### config.mk
export PLATFORM = sky130hd
export DESIGN_NAME = gcd_lcm_unit_flat
export DESIGN_NICKNAME = d
export VERILOG_FILES = /design/src/rtl/gcd_lcm_if.sv /design/src/rtl/gcd_lcm_unit.sv /design/src/flat_wrapper.sv
export SDC_FILE = /design/constraint.sdc
export NUM_CORES = 1
export LEC_CHECK = 0
export CORE_MARGIN = 8
export CORE_UTILIZATION = 42
export CTS_CLUSTER_SIZE = 28
export DETAILED_ROUTE_END_ITERATION = 8
export GPL_TIMING_DRIVEN = 0
export SLEW_MARGIN = 40
export SYNTH_ARGS = -nofsm -noshare
export SYNTH_HDL_FRONTEND = slang
export SYNTH_SLANG_ARGS = --single-unit
export TNS_END_PERCENT = 10
### constraint.sdc
create_clock -name clk -period 9.55 [get_ports clk]
set_input_delay 2.865 -clock clk [delete_from_list [all_inputs] [get_ports clk]]
set_output_delay 2.865 -clock clk [all_outputs]
set_load 0.02 [all_outputs]
### src/rtl/gcd_lcm_if.sv
// Request/result handshake bundle for the GCD/LCM coprocessor.
// The master issues requests and consumes results; the slave is the engine.
interface gcd_lcm_if #(
   parameter int W = 16
);
   logic           start;
   logic           mode;
   logic [W-1:0]   A_in;
   logic [W-1:0]   B_in;
   logic           busy;
   logic [2*W-1:0] result;
   logic           result_valid;
   logic           result_ready;

   modport master (
      output start, mode, A_in, B_in, result_ready,
      input  busy, result, result_valid
   );

   modport slave (
      input  start, mode, A_in, B_in, result_ready,
      output busy, result, result_valid
   );
endinterface

### src/rtl/gcd_lcm_unit.sv
// Binary (Stein) GCD engine with an LCM mode: lcm = (a/gcd)*b computed
// with a serial restoring divide followed by a serial shift-add multiply.
module gcd_lcm_unit #(
   parameter int W = 16
) (
   input  logic      clk,
   input  logic      rst,
   gcd_lcm_if.slave  io
);
   localparam int DW = $clog2(W) + 1;

   typedef enum logic [2:0] {
      IDLE, REDUCE, SHIFT, DIV, MUL, DONE
   } state_t;

   state_t         state_q, state_d;
   logic [W-1:0]   a_q, a_d;
   logic [W-1:0]   b_q, b_d;
   logic [W-1:0]   a0_q, a0_d;
   logic [W-1:0]   b0_q, b0_d;
   logic           m_q, m_d;
   logic [DW-1:0]  d_q, d_d;
   logic [DW-1:0]  cnt_q, cnt_d;
   logic [W-1:0]   g_q, g_d;
   logic [W-1:0]   q_q, q_d;
   logic [W-1:0]   rem_q, rem_d;
   logic [2*W-1:0] acc_q, acc_d;
   logic [2*W-1:0] result_q, result_d;
   logic           busy_q, busy_d;
   logic           valid_q, valid_d;

   logic [W:0]     rem_t;
   logic [W-1:0]   g_t;
   logic           ev_a, ev_b;

   always_comb begin
      state_d  = state_q;
      a_d      = a_q;
      b_d      = b_q;
      a0_d     = a0_q;
      b0_d     = b0_q;
      m_d      = m_q;
      d_d      = d_q;
      cnt_d    = cnt_q;
      g_d      = g_q;
      q_d      = q_q;
      rem_d    = rem_q;
      acc_d    = acc_q;
      result_d = result_q;
      busy_d   = busy_q;
      valid_d  = valid_q;
      rem_t    = {rem_q, q_q[W-1]};
      g_t      = a_q << d_q;
      ev_a     = ~a_q[0];
      ev_b     = ~b_q[0];

      unique case (state_q)
         IDLE: begin
            if (io.start && !valid_q) begin
               a0_d   = io.A_in;
               b0_d   = io.B_in;
               m_d    = io.mode;
               a_d    = io.A_in;
               b_d    = io.B_in;
               d_d    = '0;
               cnt_d  = '0;
               busy_d = 1'b1;
               if (io.A_in == '0 || io.B_in == '0) begin
                  // gcd(0,x)=x, and any LCM with a zero operand is zero
                  acc_d   = io.mode ? '0 : {{W{1'b0}}, io.A_in | io.B_in};
                  state_d = DONE;
               end else begin
                  state_d = REDUCE;
               end
            end
         end
         REDUCE: begin
            unique case (1'b1)
               (ev_a && ev_b): begin
                  a_d = a_q >> 1;
                  b_d = b_q >> 1;
                  d_d = d_q + DW'(1);
               end
               (ev_a && !ev_b): a_d = a_q >> 1;
               (!ev_a && ev_b): b_d = b_q >> 1;
               (!ev_a && !ev_b && a_q > b_q): a_d = a_q - b_q;
               (!ev_a && !ev_b && a_q < b_q): b_d = b_q - a_q;
               (!ev_a && !ev_b && a_q == b_q): state_d = SHIFT;
            endcase
         end
         SHIFT: begin
            if (m_q) begin
               g_d     = g_t;
               q_d     = a0_q;
               rem_d   = '0;
               cnt_d   = '0;
               state_d = DIV;
            end else begin
               acc_d   = {{W{1'b0}}, g_t};
               state_d = DONE;
            end
         end
         DIV: begin
            // q_q shifts the dividend out and the quotient in
            if (rem_t >= {1'b0, g_q}) begin
               rem_d = W'(rem_t - {1'b0, g_q});
               q_d   = {q_q[W-2:0], 1'b1};
            end else begin
               rem_d = rem_t[W-1:0];
               q_d   = {q_q[W-2:0], 1'b0};
            end
            cnt_d = cnt_q + DW'(1);
            if (cnt_q == DW'(W - 1)) begin
               cnt_d   = '0;
               acc_d   = '0;
               state_d = MUL;
            end
         end
         MUL: begin
            acc_d = {acc_q[2*W-2:0], 1'b0}
                  + (q_q[W-1] ? {{W{1'b0}}, b0_q} : '0);
            q_d   = q_q << 1;
            cnt_d = cnt_q + DW'(1);
            if (cnt_q == DW'(W - 1)) begin
               state_d = DONE;
            end
         end
         DONE: begin
            if (!valid_q) begin
               result_d = acc_q;
               valid_d  = 1'b1;
               busy_d   = 1'b0;
            end else if (io.result_ready) begin
               valid_d = 1'b0;
               state_d = IDLE;
            end
         end
         default: state_d = IDLE;
      endcase
   end

   always_ff @(posedge clk or posedge rst) begin
      if (rst) begin
         state_q  <= IDLE;
         a_q      <= '0;
         b_q      <= '0;
         a0_q     <= '0;
         b0_q     <= '0;
         m_q      <= 1'b0;
         d_q      <= '0;
         cnt_q    <= '0;
         g_q      <= '0;
         q_q      <= '0;
         rem_q    <= '0;
         acc_q    <= '0;
         result_q <= '0;
         busy_q   <= 1'b0;
         valid_q  <= 1'b0;
      end else begin
         state_q  <= state_d;
         a_q      <= a_d;
         b_q      <= b_d;
         a0_q     <= a0_d;
         b0_q     <= b0_d;
         m_q      <= m_d;
         d_q      <= d_d;
         cnt_q    <= cnt_d;
         g_q      <= g_d;
         q_q      <= q_d;
         rem_q    <= rem_d;
         acc_q    <= acc_d;
         result_q <= result_d;
         busy_q   <= busy_d;
         valid_q  <= valid_d;
      end
   end

   assign io.busy         = busy_q;
   assign io.result       = result_q;
   assign io.result_valid = valid_q;
endmodule

### src/flat_wrapper.sv
// flat-port wrapper written by rule: the top's interface ports become plain ports
module gcd_lcm_unit_flat 
#(
   parameter int W = 16
)
  (clk, rst, io_start, io_mode, io_A_in, io_B_in, io_result_ready, io_busy, io_result, io_result_valid);
  gcd_lcm_if #(.W(W)) io_i ();
  input  logic clk;
  input  logic rst;
  input wire logic [$bits(io_i.start)-1:0] io_start;
  input wire logic [$bits(io_i.mode)-1:0] io_mode;
  input wire logic [$bits(io_i.A_in)-1:0] io_A_in;
  input wire logic [$bits(io_i.B_in)-1:0] io_B_in;
  input wire logic [$bits(io_i.result_ready)-1:0] io_result_ready;
  output wire logic [$bits(io_i.busy)-1:0] io_busy;
  output wire logic [$bits(io_i.result)-1:0] io_result;
  output wire logic [$bits(io_i.result_valid)-1:0] io_result_valid;
  assign io_i.start = io_start;
  assign io_i.mode = io_mode;
  assign io_i.A_in = io_A_in;
  assign io_i.B_in = io_B_in;
  assign io_i.result_ready = io_result_ready;
  assign io_busy = io_i.busy;
  assign io_result = io_i.result;
  assign io_result_valid = io_i.result_valid;
  gcd_lcm_unit #(.W(W)) u_core (.clk(clk), .rst(rst), .io(io_i));
endmodule
==> out/qor.yml <==
status:
  status: "finished, final reports clean"
worst_setup_path:
  cp.arrival_ns: 5.29
  critPathKind: "input pin to flop"
  critPathMaxStageDelay_ns: 0.60
  crit_chain: "clkdlybuf4s50_1 > nor4_1 > nand4_1 > nand2_1 > o21a_1 > clkbuf_1 > clkbuf_1 > a41oi_1"
  endpoint_kind: "flop"
  worst-path-max-fanout: 10
  cp_data_required_time_ns: 9.83
  cp-start-kind: "input pin"
  slowest_stage: "clkdlybuf4s50_1"
  crit_top_cell: "clkbuf_1"
logic_synthesis:
  synth_area_leader_cell: "dfrtp_1"
  synth-main-ff-cell: "dfrtp_1"
  synth_top_area_share_pct: 38.4
  synth_cells: 1354
  synth.distinct_cells: 70
  ys_ff_latch: 192
  synth_fp_nets: 1463
  async_flop_share_pct: 100
  yosysSeqAreaShare_pct: 38.4
  avgSynthCellArea_um2: 9.24
  synth_area_um2: 12500
  yosysWarnings: 0
  synth_edf_count: 0
  synthTopCellsByArea: "dfrtp_1 (38%), ha_1 (6.8%), mux2_2 (6.3%)"
grt:
  antenna_found_initial: 0
  grt_pass1_wl_um: 57500
  busiest_layer: "met2"
  grt_usage_pct: 20.2
  met3_usage_pct: 3.66
  grt_util_met1_pct: 26.1
  grt_pass1_vias: 10500
  grt_use_met2_pct: 33.9
  grt_max_degree: 76
  grt.overflow.total: 0
clock_tree:
  cts_setup_buffers: 0
  insertion_delay_ns: 0.45
  cts_buffer_depth: 2
  cts_max_level: 4
  ctsHoldBuffers: 0
  post_cts_resized: 0
  cts_root_buf: "clkbuf_16"
  cts_made_buffers: 17
  cts_num_sinks: 192
  clkSlewWorstSetupHoldPaths_ns: 0.07
  cts_tree: "done"
floorplanning:
  rows: 63
  start_util_pct: 42.4
  core_area_um2: 29500
  die_w_um: 189
  die_h_um: 189
  num_io_pins: 71
  design.die.area_um2: 35600
placement:
  portBuffers: 70
  post-place-ws_ns: 4.13
  place.gp.congestion: 0.917
  dpl.cell_count: 1816
  dp_hpwl_um: 27700
sta:
  final.setup_skew_ns: 0.0133
  setup_ws_ns: 4.54
  setup-violations-final: 0
  clock.fmax_ghz: 0.200
  min_period_ns: 5.01
  fin_crit_sh_pct: 52.5
  slew_viol_final: 0
  slew_headroom_pct: 45.9
  finalHoldViolations: 0
  tightest_slew_ns: 0.806
  rsz0062_at_grt: "false"
  whs_ns: 0.477
power:
  peakVddDrop_mv: 0.126
  clockPowerShare_pct: 46.1
  p_leak_nw: 6.51
  p_sw_mw: 0.384
  p_int_mw: 1.23
  switching_share_pct: 23.8
  power_density_nw_per_um2: 112
  sequentialPowerShare_pct: 50.3
  power_mw: 1.61
  power_frac_comb_pct: 3.6
job:
  max-cap-violations: 0
final_layout:
  drive_gt1_share_pct: 11.3
  fin_util_pct: 48.7
  fin_cells: 1847
  diodes: 0
  fin_nets: 1554
  area_growth_pct: 14.8
detailed_routing:
  wl_um: 36200
  first_pass_iters: 6
  viasPerCell: 5.70
  drt_iter0_drc: 859
  drc: 0
  wl_per_cell_um: 19.6
  ant_nets: 0
  via_count: 10500
worst_hold_path:
  hp-class: "flop to flop"
==> layer usage <==
layer | vias to the layer above | share of wire, %
li1 | 5038 | -
met1 | 5167 | 44
met2 | 272 | 48
met3 | 58 | 5.3
met4 | 0 | 2.2
met5 | - | 0
==> registers in the layout (all words and copies together), names as in the netlist <==
| register | flops |
|---|---|
| u_core.io.result | 32 |
| u_core.acc_q | 32 |
| u_core.q_q | 16 |
| u_core.b_q | 16 |
| u_core.io.result_valid | 1 |
| u_core.cnt_q | 5 |
| u_core.b0_q | 16 |
| u_core.io.busy | 1 |
| u_core.a0_q | 16 |
| u_core.state_q | 3 |
| u_core.a_q | 16 |
| u_core.m_q | 1 |
| u_core.rem_q | 16 |
| u_core.d_q | 5 |
| u_core.g_q | 16 |
==> Yosys cell counts (all sizes together) (25+ instances only) <==
library cell and count:
nand3 33, mux2i 38, nor3 33, mux2 70, clkbuf 54, inv 77, xnor2 53, a21oi 97
o21ai 115, nor2 91, nand2 110, dfrtp 192, o22ai 25, ha 68
==> cells by family after synthesis <==
kind of cell               Yosys count  share of synthesized area [%]
buffers and inverters              154                           5.09
xor gates and xnor gates            69                           4.83
muxes                              115                           10.6
and+or+nand+nor                    367                           14.1
adders and majority gates           72                           7.44
AOI/OAI and AO/OA                  385                           19.6
DFF                                192                           38.4
==> layout by cell type (no fill, tap or decap), types with 33 or more instances in the layout <==
master / instances
clkdlybuf4s50_1: 70
o21ai_0: 112
mux2_2: 70
ha_1: 68
mux2i_1: 38
a21oi_1: 96
xnor2_1: 53
nand2_1: 109
clkbuf_1: 55
nand3_1: 33
inv_1: 76
nor2_1: 91
dfrtp_1: 192
==> per-stage QoR <==
| step | area [um^2] | TNS, ns |
|---|---|---|
| after floorplan | 12500 | 0 |
| after global placement | 13700 | -250.52 |
| after detailed placement | 13800 | 0 |
| after CTS | 14400 | 0 |
| after global routing | 14400 | 0 |
| final | 14400 | 0 |
==> worst paths after layout <==
kind	startpoint	end	slack (ns)	cells after the start
setup / recovery	io_A_in[14]	u_core.acc_q[0]	4.54	8
setup reg to reg	u_core.q_q[15]	u_core.acc_q[29]	5.71	13
hold reg to reg	u_core.acc_q[31]	u_core.acc_q[31]	0.48	2
hold / removal	u_core.acc_q[31]	u_core.acc_q[31]	0.48	2
max in group asynchronous	rst	u_core.acc_q[8]	5.64	4
min in group asynchronous	rst	u_core.rem_q[5]	2.82	2
==> critical path: cells and delay by family <==
kind	cells	cell delay, ns
AOI/OAI and AO/OA	2	0.35
buffers and inverters	3	1.38
and+or+nand+nor	3	0.68
==> power by group through the flow <==
stage | Sequential, mW | Combinational (mW) | Clock [mW]
after detailed placement | 0.828 | 0.0589 | 0
after floorplan | 0.829 | 0.0172 | 0
after global routing | 0.812 | 0.0626 | 0.789
final | 0.812 | 0.0581 | 0.743
after global placement | 0.829 | 0.0554 | 0
after CTS | 0.812 | 0.0591 | 0.756
==> cell type report <==
cell class                 count  area (um^2)
sequential                   192         4800
tap                          390          488
fill                        2808        15100
inverter                      78          300
clock inverter                12          146
timing repair buffer          72          756
multi-input combinational   1008         7080
clock buffer                  19          443
buffer                        76          344
No activity file was read; power rests on OpenSTA's default activity.
